$ cat config.mk
export PLATFORM = sky130hd
export DESIGN_NAME = ifd5_filt
export DESIGN_NICKNAME = d
export VERILOG_FILES = /design/src/rtl/ifd_pkg.sv /design/src/rtl/ifd_filt_bit.sv /design/src/rtl/ifd5_filt.sv
export SDC_FILE = /design/constraint.sdc
export NUM_CORES = 1
export LEC_CHECK = 0
export CELL_PAD_IN_SITES_DETAIL_PLACEMENT = 2
export CELL_PAD_IN_SITES_GLOBAL_PLACEMENT = 2
export CORE_MARGIN = 5
export CORE_UTILIZATION = 34
export DETAILED_ROUTE_END_ITERATION = 8
export GPL_TIMING_DRIVEN = 1
export PLACE_DENSITY = 0.75
export SLEW_MARGIN = 20
export SYNTH_ARGS = -nofsm -noshare
export SYNTH_HDL_FRONTEND = slang
export SYNTH_SLANG_ARGS = --single-unit
$ cat constraint.sdc
create_clock -name CK -period 3.8 [get_ports CK]
set_input_delay 0.95 -clock CK [delete_from_list [all_inputs] [get_ports CK]]
set_output_delay 0.95 -clock CK [all_outputs]
set_load 0.02 [all_outputs]
$ cat src/rtl/ifd_pkg.sv
// Shared constants and event-state type for the five-bit filtered input capture block.
package ifd_pkg;

  localparam int NBIT       = 5;
  localparam int FILT_N_DEF = 8;
  localparam int FILT_W_DEF = 4;

  typedef enum logic {
    IDLE = 1'b0,
    PEND = 1'b1
  } evt_state_e;

endpackage

$ cat src/rtl/ifd_filt_bit.sv
// One input bit: two-flop synchroniser, glitch filter counter, filtered level and edge pulses.
module ifd_filt_bit #(
  parameter int FILT_N = 8,
  parameter int FILT_W = 4
) (
  input  logic CK,
  input  logic CLR,
  input  logic d,
  output logic q,
  output logic rise,
  output logic fall,
  output logic upd,
  output logic q_next
);

  localparam logic [FILT_W-1:0] CNT_MAX = FILT_W'(FILT_N - 1);

  logic              r1_q, r1_d;
  logic              r2_q, r2_d;
  logic [FILT_W-1:0] cnt_q, cnt_d;
  logic              q_q, q_d;
  logic              rise_q, rise_d;
  logic              fall_q, fall_d;

  // NOTE: every signal gets a default before the if-chain so no latch is inferred.
  always_comb begin
    r1_d   = d;
    r2_d   = r1_q;
    cnt_d  = cnt_q;
    q_d    = q_q;
    rise_d = 1'b0;
    fall_d = 1'b0;
    upd    = 1'b0;
    if (r2_q == q_q) begin
      cnt_d = '0;
    end else if (cnt_q == CNT_MAX) begin
      q_d    = r2_q;
      cnt_d  = '0;
      rise_d = r2_q;
      fall_d = ~r2_q;
      upd    = 1'b1;
    end else begin
      cnt_d = cnt_q + 1'b1;
    end
    q_next = q_d;
  end

  // NOTE: state flops use non-blocking assignments so all bits update from pre-edge values.
  always_ff @(posedge CK or posedge CLR) begin
    if (CLR) begin
      r1_q   <= 1'b0;
      r2_q   <= 1'b0;
      cnt_q  <= '0;
      q_q    <= 1'b0;
      rise_q <= 1'b0;
      fall_q <= 1'b0;
    end else begin
      r1_q   <= r1_d;
      r2_q   <= r2_d;
      cnt_q  <= cnt_d;
      q_q    <= q_d;
      rise_q <= rise_d;
      fall_q <= fall_d;
    end
  end

  assign q    = q_q;
  assign rise = rise_q;
  assign fall = fall_q;

endmodule

$ cat src/rtl/ifd5_filt.sv
// Five-bit filtered input capture with change-event latch (CHG/SNAP/OVR) and ACK handshake.
module ifd5_filt
  import ifd_pkg::*;
#(
  parameter int FILT_N = FILT_N_DEF,
  parameter int FILT_W = FILT_W_DEF
) (
  input  logic            CK,
  input  logic            CLR,
  input  logic            D0,
  input  logic            D1,
  input  logic            D2,
  input  logic            D3,
  input  logic            D4,
  input  logic            ACK,
  output logic            Q0,
  output logic            Q1,
  output logic            Q2,
  output logic            Q3,
  output logic            Q4,
  output logic [NBIT-1:0] RISE,
  output logic [NBIT-1:0] FALL,
  output logic            CHG,
  output logic [NBIT-1:0] SNAP,
  output logic            OVR
);

  logic [NBIT-1:0] d_vec, q_vec, upd_vec, qn_vec;
  logic            any_upd;

  evt_state_e      state_q, state_d;
  logic [NBIT-1:0] snap_q, snap_d;
  logic            ovr_q, ovr_d;

  assign d_vec = {D4, D3, D2, D1, D0};

  for (genvar i = 0; i < NBIT; i++) begin : g_bit
    ifd_filt_bit #(
      .FILT_N (FILT_N),
      .FILT_W (FILT_W)
    ) u_bit (
      .CK     (CK),
      .CLR    (CLR),
      .d      (d_vec[i]),
      .q      (q_vec[i]),
      .rise   (RISE[i]),
      .fall   (FALL[i]),
      .upd    (upd_vec[i]),
      .q_next (qn_vec[i])
    );
  end

  // Bits updating on the same edge collapse into one event.
  assign any_upd = |upd_vec;

  always_ff @(posedge CK or posedge CLR) begin
    if (CLR) begin
      state_q <= IDLE;
      snap_q  <= '0;
      ovr_q   <= 1'b0;
    end else begin
      state_q <= state_d;
      snap_q  <= snap_d;
      ovr_q   <= ovr_d;
    end
  end

  always_comb begin
    state_d = state_q;
    case (state_q)
      IDLE:    if (any_upd) state_d = PEND;
      PEND:    if (ACK && !any_upd) state_d = IDLE;
      default: state_d = IDLE;
    endcase
  end

  // SNAP reloads only when the event is (re)opened; OVR flags updates the consumer missed.
  always_comb begin
    snap_d = snap_q;
    ovr_d  = ovr_q;
    case (state_q)
      IDLE: begin
        ovr_d = 1'b0;
        if (any_upd) snap_d = qn_vec;
      end
      PEND: begin
        if (ACK) begin
          ovr_d = 1'b0;
          if (any_upd) snap_d = qn_vec;
        end else if (any_upd) begin
          ovr_d = 1'b1;
        end
      end
      default: ovr_d = 1'b0;
    endcase
  end

  assign CHG  = (state_q == PEND);
  assign SNAP = snap_q;
  assign OVR  = ovr_q;
  assign {Q4, Q3, Q2, Q1, Q0} = q_vec;

endmodule

Word level (Yosys, flattened, before mapping)
Cells that the tools add are included.
- logic and storage cells: 118
- register bits: 52
- output and inout port bits: 22
- input port bits: 8
- add/sub/neg operators: 5
- mux-type cells: 59
- reduce and logical (&&, ||, !) cells: 3
- bitwise gates (word level): 6
- equality and inequality tests: 12
- operator list (operator ; count):
    1-bit two-way mux ; 44
    4-bit two-way mux ; 10
    4-bit by 1-bit adder with 4-bit output, second input constant ; 5
    4-bit by 3-bit equality test with 1-bit output, second input constant ; 5
    5-bit two-way mux ; 2
    5-bit one-hot mux with 2 select lines ; 1
    1-bit NOT ; 6
    1-bit equality test ; 5
    5-bit OR reduction ; 1
    1-bit one-hot mux with 2 select lines ; 2
    3-bit != test, second input constant ; 1
    2-bit != test, second input constant ; 1
    1-bit logical AND ; 1
    1-bit zero test ; 1

Longest topological paths before layout
- depth after elaboration: 8
- depth in mapped cells: 5
- mapped depth without buffers: 5

Hierarchy
Synthesis repeated with hierarchy kept, for this count alone.
- cell total of the unflattened synthesis: 145
- area, all modules: 2114.5 sq um
- by module, submodules not included (module ; sequential area each (sq um) ; instances ; cells each ; area an instance (sq um)):
    ifd_filt_bit ; 225.2 ; 5 ; 25 ; 365.4
    ifd5_filt ; 175.2 ; 1 ; 20 ; 287.8

Least setup slack after synthesis
Ideal clock, no wire load.
- kind: register to register
- start: register g_bit[4].u_bit.cnt_q[0]
- end: register snap_q[0], in the netlist SNAP[0]
- setup time: 0.125 ns
- path slack: 2.060 ns
- data arrival time: 1.615 ns
- period minus slack after synthesis: 1.740 ns
- stages on the path, launching flop included: 6
- data required time: 3.675 ns
- path through: dfrtp_1 ha_1 and3b_1 a222oi_1 a21oi_2 mux2_2
- word-level cells in the longest chain between the ends: 7
- ends and longest elaborated chain (element ; RTL line ; text):
    from (decl) ; ifd_filt_bit.sv:20 ; logic [FILT_W-1:0] cnt_q, cnt_d;
    from (signal assigned) ; ifd_filt_bit.sv:60 ; cnt_q <= cnt_d;
    4-bit by 3-bit equality test with 1-bit output (*) ; ifd_filt_bit.sv:36 ; end else if (cnt_q == CNT_MAX) begin
    1-bit two-way mux (*) ; ifd_filt_bit.sv:36 ;
    1-bit two-way mux (*) ; ifd_filt_bit.sv:34 ; if (r2_q == q_q) begin
    5-bit OR reduction (*) ; ifd5_filt.sv:54 ; assign any_upd = |upd_vec;
    5-bit two-way mux (*) ; -- ;
    5-bit two-way mux ; -- ;
    5-bit one-hot mux with 2 select lines (*) ; -- ;
    to (signal assigned) ; ifd5_filt.sv:63 ; snap_q <= snap_d;
    to (decl) ; ifd5_filt.sv:32 ; logic [NBIT-1:0] snap_q, snap_d;
Mark *: on every way between the ends. The rest lies on a longest branch, timed or not. The select of a mux whose other input is x is not followed.
A chain may end at the register's enable or synchronous reset.

Worst setup path in the final report
- start: register g_bit[0].u_bit.q_q
- end: output port Q0
- RTL lines (element ; RTL line ; text):
    from (decl) ; ifd_filt_bit.sv:21 ; logic q_q, q_d;
    from (signal assigned) ; ifd_filt_bit.sv:61 ; q_q <= q_d;
    to (decl) ; ifd5_filt.sv:16 ; output logic Q0,
No word-level cell between the ends.

==> flow_metrics.py <==
metrics = {
    "run": {
        "max_cap_viol_count": 0,
    },
    "worst_setup_path": {
        "crit_path_max_fanout": 6,
        "rr_worst_depth": 5,
        "timing.rr.end": "SNAP[2]",
        "cpMaxStageDelayCell": "clkdlybuf4s50_1",
        "crit_end": "Q0",
        "arrival_ns": 1.40,
        "crit_path_start": "g_bit[0].u_bit.q",
        "crit_chain": "clkdlybuf4s50_1",
        "cp-end-kind": "output pin",
        "path_buf_inv": 1,
        "required_ns": 2.85,
        "path_delay_family": "buffers and inverters",
        "startpoint_type": "flip-flop",
        "r2r_start": "g_bit[4].u_bit.cnt_q[0]",
        "critPathKind": "reg -> out",
        "critical_path_depth": 1,
        "critPathMaxStageDelay_ns": 0.64,
        "ff2ff_setup_slack_ns": 1.80,
    },
    "logic_synthesis": {
        "synth_nets": 166,
        "yosysWarnings": 0,
        "synth_flop_cell": "dfrtp_1",
        "yosys-top-cells-area": "dfrtp_1, xor2_1, mux2_2",
        "yosysSeqAreaShare": 0.6380,
        "synth_edf_count": 0,
        "syn-cell-area_um2": 2039,
        "yosysUniqueCellTypes": 23,
        "synth-seq-cells": 52,
        "avgSynthCellArea_um2": 13.33,
        "synthCells": 153,
        "synth.cells.most_frequent": "dfrtp_1, xor2_1, buf_4, nor2_1, nor3b_1",
        "synth_top_area_share": 0.6380,
        "synth_most_common_cell": "dfrtp_1",
        "yosysTopAreaCell": "dfrtp_1",
        "async_flop_share": 1.000,
    },
    "layout": {
        "num-fill-cells": 599,
        "nNetsFinal": 192,
        "drive_gt1_frac": 0.1222,
        "utilization": 0.4182,
        "synthToLayoutAreaGrowth_pct": 20.67,
        "diodes": 0,
    },
    "timing": {
        "slew_violations": 0,
        "fin_skew_ns": 0.007938,
        "setup_viol": 0,
        "finalHoldViolCount": 0,
        "rsz0062_at_grt": "no",
        "finalCritPeriodShare": 0.6188,
        "fmax_ghz": 0.4253,
        "worst_pin_slew_ns": 0.9023,
        "slew-limit-headroom": 0.3978,
        "layout_min_cycle_time_ns": 2.351,
        "fin_tns_setup_ns": 0,
    },
    "die": {
        "ios": 30,
        "chipHeight_um": 87.45,
        "die-area_um2": 7648,
        "rows": 28,
        "start_util": 0.3465,
        "die_x_um": 87.45,
        "core_um2": 5886,
    },
    "global_routing": {
        "grt_overflow": 0,
        "first_global_vias": 1337,
        "antenna_found_initial": 0,
        "grt_pass1_wl_um": 6886,
        "track_usage": 0.1198,
        "grt_max_degree": 53,
    },
    "min_path": {
        "hp-class": "reg -> reg",
    },
    "clock_network": {
        "post-cts-setup-buffers": 0,
        "cts_buffers": 5,
        "clk_latency_ns": 0.31,
        "clk_path_buf_depth": 2,
        "holdBufCountCts": 0,
        "cts.clk_slew.worst_paths_ns": 0.10,
        "h-tree-depth": 2,
        "root_buffer": "clkbuf_8",
        "cts_tree": "yes",
        "cts_resized": 0,
        "numClockSinks": 52,
    },
    "routing": {
        "routed_wl_um": 4219,
        "routedWlPerCell_um": 16.55,
        "drtIter0Drc": 37,
        "vias": 1193,
        "antenna_left": 0,
        "post_drt_via_cell_ratio": 4.678,
        "remaining_drc_errors": 0,
        "first_pass_iters": 4,
    },
    "power": {
        "power.leakage_uw": 0.001165,
        "power_density_nw_per_um2": 612.9,
        "irDropWorstVdd_mv": 0.2371,
    },
    "run_status": {
        "status": "finished clean",
    },
    "placed_design": {
        "dp_hpwl_um": 3083,
        "portBuffers": 29,
        "gp_congestion": 0.6835,
    },
}
## per-stage QoR
step	cells	hold slack, ns	power (uW)	cell area (um^2)	worst slack (ns)
after global routing	255	0.3735	1595	2461	1.389
after global placement	247	0.3335	1110	2349	1.574
after CTS	255	0.3604	1540	2460	1.428
final	255	0.3576	1508	2461	1.449
after floorplan	153	0.3312	975.5	2039	1.592
after detailed placement	247	0.3362	1146	2349	1.502
## registers in the layout, indices dropped and copies added, names as in the netlist
register,cells
SNAP,5
g_bit.u_bit.rise,5
g_bit.u_bit.r2_q,5
g_bit.u_bit.r1_q,5
g_bit.u_bit.fall,5
g_bit.u_bit.cnt_q,20
g_bit.u_bit.q,5
OVR,1
CHG,1
## layer usage
layer | global-route usage | vias up | share of wire
met5 | 0 | - | 0
met4 | 0.04603 | 0 | 0.015
met3 | 0.03406 | 6 | 0.041
met2 | 0.1904 | 22 | 0.49
met1 | 0.1545 | 608 | 0.45
li1 | - | 557 | -
## power by group
part,internal [uW],switching (uW),leakage (uW)
Combinational,180,190,0.000423
Clock,195,185,0.0000541
Sequential,656,103,0.000689
Total,1030,478,0.00117
## placed cells by master (no fill, tap or decap), types with 4 or more instances in the layout
cell,netlist,layout
dfrtp_1,52,52
clkdlybuf4s50_1,0,29
xor2_1,13,13
nor2_1,10,10
nor3b_1,10,10
nand2_1,9,9
mux2_2,9,9
and2_1,7,7
nand3_1,5,5
ha_1,5,5
clkbuf_8,0,5
and3b_1,4,4
nand3b_1,4,4
## layout make-up
class	count	area, um^2	share of cell area
Sequential cell	52	1301	0.5287
Multi-Input combinational cell	90	659.4	0.2679
Timing Repair Buffer	29	290.3	0.1179
Tap cell	75	93.84	0.03813
Clock buffer	5	68.82	0.02796
Clock inverter	3	42.54	0.01729
Inverter	1	5.005	0.002034
## cell families (layout without fill, tap and decap cells)
kind of cell | Yosys count | in the layout | share of synthesized area
AO/OA/AOI/OAI | 5 | 5 | 0.01963
XOR/XNOR | 15 | 15 | 0.06442
adder cells (fa/ha/maj) | 5 | 5 | 0.03067
buffers and inverters | 11 | 38 | 0.03865
flip-flops | 52 | 52 | 0.6380
multiplexers | 9 | 9 | 0.04969
AND/OR/NAND/NOR | 56 | 56 | 0.1589
## how the worst min path moves through the flow
stage / startpoint / end / slack (ns) / depth (start not counted)
2_1_floorplan: g_bit[0].u_bit.r1_q / g_bit[0].u_bit.r2_q / 0.33 / 0
3_3_place_gp: g_bit[3].u_bit.r1_q / g_bit[3].u_bit.r2_q / 0.33 / 0
3_5_place_dp: g_bit[4].u_bit.r1_q / g_bit[4].u_bit.r2_q / 0.34 / 0
4_1_cts: g_bit[4].u_bit.r1_q / g_bit[4].u_bit.r2_q / 0.36 / 0
5_1_grt: g_bit[4].u_bit.r1_q / g_bit[4].u_bit.r2_q / 0.37 / 0
6_report: g_bit[4].u_bit.r1_q / g_bit[4].u_bit.r2_q / 0.36 / 0
Power figures use the tool's default switching activity.
